## src/rtl/seg7_pkg.sv

```systemverilog
// Shared seven-segment definitions: legal active-low patterns, blank code,
// pattern decode and the monitor FSM state type.
package seg7_pkg;

  localparam int CNT_W = 4;

  localparam logic [6:0] SEG_BLANK = 7'h7F;

  localparam logic [6:0] SEG_0 = 7'h40;
  localparam logic [6:0] SEG_1 = 7'h79;
  localparam logic [6:0] SEG_2 = 7'h24;
  localparam logic [6:0] SEG_3 = 7'h30;
  localparam logic [6:0] SEG_4 = 7'h19;
  localparam logic [6:0] SEG_5 = 7'h12;
  localparam logic [6:0] SEG_6 = 7'h02;
  localparam logic [6:0] SEG_7 = 7'h78;
  localparam logic [6:0] SEG_8 = 7'h00;
  localparam logic [6:0] SEG_9 = 7'h10;
  localparam logic [6:0] SEG_A = 7'h08;
  localparam logic [6:0] SEG_B = 7'h03;
  localparam logic [6:0] SEG_C = 7'h46;
  localparam logic [6:0] SEG_D = 7'h21;
  localparam logic [6:0] SEG_E = 7'h06;
  localparam logic [6:0] SEG_F = 7'h0E;

  typedef struct packed {
    logic       legal;
    logic [3:0] digit;
  } seg7_dec_t;

  typedef enum logic {
    UNLOCKED = 1'b0,
    LOCKED   = 1'b1
  } mon_state_t;

  function automatic seg7_dec_t seg7_decode(input logic [6:0] pattern);
    seg7_dec_t dec;
    dec = '{legal: 1'b1, digit: 4'h0};
    case (pattern)
      SEG_0:   dec.digit = 4'h0;
      SEG_1:   dec.digit = 4'h1;
      SEG_2:   dec.digit = 4'h2;
      SEG_3:   dec.digit = 4'h3;
      SEG_4:   dec.digit = 4'h4;
      SEG_5:   dec.digit = 4'h5;
      SEG_6:   dec.digit = 4'h6;
      SEG_7:   dec.digit = 4'h7;
      SEG_8:   dec.digit = 4'h8;
      SEG_9:   dec.digit = 4'h9;
      SEG_A:   dec.digit = 4'hA;
      SEG_B:   dec.digit = 4'hB;
      SEG_C:   dec.digit = 4'hC;
      SEG_D:   dec.digit = 4'hD;
      SEG_E:   dec.digit = 4'hE;
      SEG_F:   dec.digit = 4'hF;
      default: dec.legal = 1'b0;
    endcase
    return dec;
  endfunction

endpackage

```

## src/rtl/seg7_stable_filter.sv

```systemverilog
// Two-flop synchronizer plus stability filter: a pattern is accepted once it has
// been seen STABLE_CYCLES consecutive strobes and differs from the last accepted one.
module seg7_stable_filter
  import seg7_pkg::*;
#(
  parameter int STABLE_CYCLES = 4
) (
  input  logic       clk,
  input  logic       reset,
  input  logic [6:0] seg_in,
  input  logic       sample_en,
  output logic       accept,
  output logic [6:0] pattern
);

  localparam logic [CNT_W-1:0] STABLE     = CNT_W'(STABLE_CYCLES);
  localparam logic [CNT_W-1:0] PRE_ACCEPT = CNT_W'(STABLE_CYCLES - 1);

  logic [6:0]       sync1;
  logic [6:0]       sync2;
  logic [6:0]       cand;
  logic [6:0]       acc_pat;
  logic [CNT_W-1:0] count;
  logic             match;

  // Accept is combinational so the top can register its outputs on the very
  // edge where the count reaches STABLE_CYCLES.
  always_comb begin
    match   = (sync2 == cand);
    accept  = sample_en && match && (count == PRE_ACCEPT) && (cand != acc_pat);
    pattern = cand;
  end

  // NOTE: sequential state uses non-blocking assignments only, so every flop
  // samples the pre-edge values of the others regardless of statement order.
  always_ff @(posedge clk or negedge reset) begin
    if (!reset) begin
      sync1   <= '0;
      sync2   <= '0;
      cand    <= SEG_BLANK;
      acc_pat <= SEG_BLANK;
      count   <= '0;
    end else begin
      sync1 <= seg_in;
      sync2 <= sync1;
      if (sample_en) begin
        if (!match) begin
          cand  <= sync2;
          count <= CNT_W'(1);
        end else if (count < STABLE) begin
          count <= count + 1'b1;
        end
        if (accept) acc_pat <= cand;
      end
    end
  end

endmodule

```

## src/rtl/seg7_monitor.sv

```systemverilog
// Seven-segment bus monitor: decodes filtered patterns, flags illegal codes and
// breaks in the mod-16 up-count, and keeps a saturating error count.
module seg7_monitor
  import seg7_pkg::*;
#(
  parameter int STABLE_CYCLES = 4,
  parameter int ERR_W         = 8
) (
  input  logic             clk,
  input  logic             reset,
  input  logic [6:0]       seg_in,
  input  logic             sample_en,
  output logic [3:0]       value,
  output logic             value_valid,
  output logic             invalid,
  output logic             seq_err,
  output logic             locked,
  output logic [ERR_W-1:0] err_count
);

  logic       accept;
  logic [6:0] acc_pattern;
  seg7_dec_t  dec;
  mon_state_t state;
  mon_state_t state_next;
  logic [3:0] value_next;
  logic       valid_next;
  logic       invalid_next;
  logic       seq_next;

  seg7_stable_filter #(
    .STABLE_CYCLES(STABLE_CYCLES)
  ) u_filter (
    .clk      (clk),
    .reset    (reset),
    .seg_in   (seg_in),
    .sample_en(sample_en),
    .accept   (accept),
    .pattern  (acc_pattern)
  );

  assign dec = seg7_decode(acc_pattern);

  always_ff @(posedge clk or negedge reset) begin
    if (!reset) state <= UNLOCKED;
    else        state <= state_next;
  end

  // NOTE: each always_comb assigns defaults first so no path leaves a
  // variable unassigned and infers a latch.
  always_comb begin
    state_next = state;
    if (accept && dec.legal) state_next = LOCKED;
  end

  always_comb begin
    value_next   = value;
    valid_next   = 1'b0;
    invalid_next = 1'b0;
    seq_next     = 1'b0;
    if (accept) begin
      if (!dec.legal) begin
        invalid_next = 1'b1;
      end else begin
        valid_next = 1'b1;
        value_next = dec.digit;
        if (state == LOCKED && dec.digit != value + 4'd1) seq_next = 1'b1;
      end
    end
  end

  always_ff @(posedge clk or negedge reset) begin
    if (!reset) begin
      value       <= '0;
      value_valid <= 1'b0;
      invalid     <= 1'b0;
      seq_err     <= 1'b0;
      err_count   <= '0;
    end else begin
      value       <= value_next;
      value_valid <= valid_next;
      invalid     <= invalid_next;
      seq_err     <= seq_next;
      if ((invalid_next || seq_next) && err_count != '1)
        err_count <= err_count + 1'b1;
    end
  end

  assign locked = (state == LOCKED);

endmodule

```

## config.mk

```make
export PLATFORM = sky130hd
export DESIGN_NAME = seg7_monitor
export DESIGN_NICKNAME = d
export VERILOG_FILES = /design/src/rtl/seg7_pkg.sv /design/src/rtl/seg7_stable_filter.sv /design/src/rtl/seg7_monitor.sv
export SDC_FILE = /design/constraint.sdc
export NUM_CORES = 1
export LEC_CHECK = 0
export ABC_AREA = 1
export CORE_ASPECT_RATIO = 1.1
export CORE_MARGIN = 10
export CORE_UTILIZATION = 50
export CTS_BUF_LIST = sky130_fd_sc_hd__clkbuf_4 sky130_fd_sc_hd__clkbuf_8
export DETAILED_ROUTE_END_ITERATION = 10
export HOLD_SLACK_MARGIN = 0.08
export PLACE_DENSITY = 0.72
export SYNTH_ARGS = -nofsm -noshare
export SYNTH_HDL_FRONTEND = slang
export SYNTH_SLANG_ARGS = --single-unit
```

## constraint.sdc

```tcl
create_clock -name clk -period 3.4 [get_ports clk]
set_input_delay 0.51 -clock clk [delete_from_list [all_inputs] [get_ports clk]]
set_output_delay 0.51 -clock clk [all_outputs]
set_load 0.05 [all_outputs]
```

==> flow_summary_export.csv <==
group,metric,value,unit
sta,whs,0.352,ns
sta,min_period,2.14,ns
setup_path,cp-end-kind,"register",
grt,antenna_found_initial,0,
sta,hold_viol_final,0,
outcome,outcome,"finished, final reports clean",
setup_path,critical_path.most_common_cell,"nand2_1",
sta,clock.fmax,466,MHz
sta,max_slew_margin,0.332,
sta,finalWorstSetupSlack,1.26,ns
sta,rsz0062_at_grt,"no",
grt,grt_overflow,0,
die,coreArea,4720,um2
clock_network,h-tree-depth,2,
clock_network,worst_skew_pair.late_latency,0.30,ns
setup_path,reg2reg_depth,13,
finish,postLayoutCoreUtil,0.600,
min_path,hold_path.class,"register to register",
finish,antennaDiodeCount,0,
die,dieArea,8170,um2
synthesis,synth_flop_cell,"dfrtp_1",
setup_path,critPathMaxStageDelay,0.65,ns
synthesis,synth_seq_cells,48,
die,row_count,26,
power,power,1.10,mW
routing,topRoutingLayerUsed,"met4",
power,power_frac_comb,0.116,
routing,drtPass1Iterations,5,
sta,tightest_slew,1.00,ns
clock_network,tritoncts,"done",
placed_design,globalplace.congestion,0.886,
synthesis,synth_area,2480,um2
grt,grt_pass1_vias,1868,
finish,postLayoutCellArea,2830,um2
power,cellPowerDensity,387,nW/um2
sta,tns,0,ns
setup_path,crit_type,"register to register",
grt,track_usage,0.125,
clock_network,cts_buffers,5,
synthesis,synth_edf_count,0,
grt,grt_pass1_wl,8470,um
placed_design,port_buffers,25,
routing,met3_length,160,um
synthesis,synthArstFlopShare,1.00,
routing,drc_errors,0,
routing,final_antenna_net_count,0,
clock_network,cts_hold_buffers,0,
routing,drt_iter0_drc,119,
synthesis,synth.top_cell.area_share,0.344,
power,p_int,0.807,mW
clock_network,cts_setup_buffers,0,
placed_design,hpwl,3450,um
power,p_leak,1.42,nW
run,drv_cap,0,
setup_path,critPathMaxFanout,9,
synthesis,synth_top_area_cell,"dfrtp_1",
synthesis,avgSynthCellArea,8.15,um2
routing,drt-vias-per-instance,4.83,
clock_network,clock-root-buffer,"clkbuf_8",
power,swShare,0.264,
routing,drt-total-wl,4630,um
synthesis,syn_nets,317,
power,pwr-share-seq,0.568,
die,dieWidth,87.1,um
synthesis,synth_area_leaders,"dfrtp_1 (34%), dfstp_2 (15%), nand2_1 (14%)",
setup_path,critPathRequiredTime,3.59,ns
clock_network,post_cts_resized,0,
clock_network,cts_buffer_depth,2,
placed_design,dp_slack,1.14,ns
sta,setup_viol,0,
sta,worst_clock_skew,0.00934,ns
min_path,hold_depth,0,
placed_design,dp_cells,378,
placed_design,place_area,2740,um2
clock_network,cts.sinks,48,
power,vdd_ir_drop_max,0.257,mV
sta,min_period_over_period,0.631,
routing,met1Wirelength,2270,um
synthesis,synthesis.instances,304,
setup_path,crit_arrival,2.34,ns
finish,layout-drive-gt1-share,0.164,
setup_path,cp_cell_sequence,"inv_2 > nand2_1 > nand4_1 > nor3_1 > nand2_1 > nor2_2 > nand2_2 > nor2_2 > nand2_2 > nand2_4 > nand2_4 > nand2_1 > nand2_1",
synthesis,yosysUniqueCellTypes,24,
synthesis,seq_area_frac_synth,0.492,
sta,slew_viol_final,0,
die,initial_core_util,0.525,
finish,nets,342,
power,power_frac_clock,0.316,
routing,vias,1863,
die,pin_count,26,
synthesis,ys_warn_count,0,
setup_path,startpoint_type,"register",
power,switchingPower,0.289,mW
setup_path,cpMaxStageDelayCell,"dfstp_2",
grt,grt_max_degree,47,
finish,areaGrowthSynthToFinish,14.4,%
finish,final_cells,386,
routing,wl_met2,2150,um
routing,wl_per_cell,12.0,um
die,die_h,93.8,um
clock_network,cts.clk_slew.worst_paths,0.09,ns
-- power groups by stage --
stage	Clock, mW	Sequential, mW	Combinational, mW
4_1_cts	0.358	0.622	0.128
2_1_floorplan	0	0.615	0.112
6_report	0.346	0.622	0.127
3_5_place_dp	0	0.633	0.128
3_3_place_gp	0	0.632	0.125
5_1_grt	0.380	0.626	0.150
-- layout make-up --
type                            count  area, um2
Fill cell                         412       1890
Sequential cell                    48       1220
Multi-Input combinational cell    221       1100
Timing Repair Buffer               26        253
Inverter                           27        101
Clock buffer                        7       83.8
Tap cell                           56       70.1
Clock inverter                      1       8.76
-- sequential cells by signal (all words and copies together) (netlist names) --
name              count
u_filter.count        4
invalid               1
u_filter.pattern      7
locked                1
value                 4
u_filter.acc_pat      7
u_filter.sync2        7
value_valid           1
u_filter.sync1        7
err_count             8
seq_err               1
-- path summary, 6_finish.rpt --
kind / start / end / slack [ns]
worst max-delay path: u_filter.pattern[0] / err_count[4] / 1.26
worst min-delay path: u_filter.sync1[6] / u_filter.sync2[6] / 0.35
worst max register to register: u_filter.pattern[0] / err_count[4] / 1.26
worst min register to register: u_filter.sync1[6] / u_filter.sync2[6] / 0.35
max in group asynchronous: reset / u_filter.acc_pat[1] / 2.31
min in group asynchronous: reset / u_filter.count[1] / 0.38
-- kinds of logic after synthesis --
group	after synthesis	share of synthesized area
fa+ha+maj	3	0.0152
xor+xnor	19	0.0672
compound gates	21	0.0450
simple gates	178	0.315
buf+inv	35	0.0652
flops	48	0.492
-- cells in the mapped netlist, drive strengths merged (3+ instances only) --
master / instances
o21ai: 18
nor2: 44
dfrtp: 34
nand2: 104
xor2: 13
ha: 3
nand3: 23
xnor2: 6
nor3: 3
dfstp: 14
buf: 6
inv: 27
-- layout by cell type, fill, tap and decap left out --
cell             instances
buf_4                    1
nand3_1                 21
a21oi_2                  1
o21ai_1                  1
nand3b_1                 2
nor3_1                   3
nand3_2                  2
clkinv_4                 1
nand2_1                 95
ha_1                     3
nor2_2                  10
clkbuf_8                 5
nand2_2                  7
clkbuf_4                 2
xnor2_1                  6
xor2_1                  13
clkdlybuf4s50_1         24
dfstp_2                 14
inv_2                    8
nor2_1                  34
nand4_1                  2
dfrtp_1                 34
buf_2                    1
a31oi_1                  2
inv_1                   19
o21ai_0                 17
nand2_4                  2
-- per-layer routing --
| layer | up-vias | GRT usage |
|---|---|---|
| li1 | 992 | - |
| met1 | 849 | 0.156 |
| met2 | 17 | 0.200 |
| met3 | 5 | 0.0373 |
| met4 | 0 | 0.0439 |
| met5 | - | 0 |
-- critical path: cells and delay by family, from the launching register on --
family                 cells  cell delay (ns)
flip-flops                 1             0.65
buffers and inverters      1             0.08
AND/OR/NAND/NOR           12             1.30
Power figures use the tool's default switching activity.
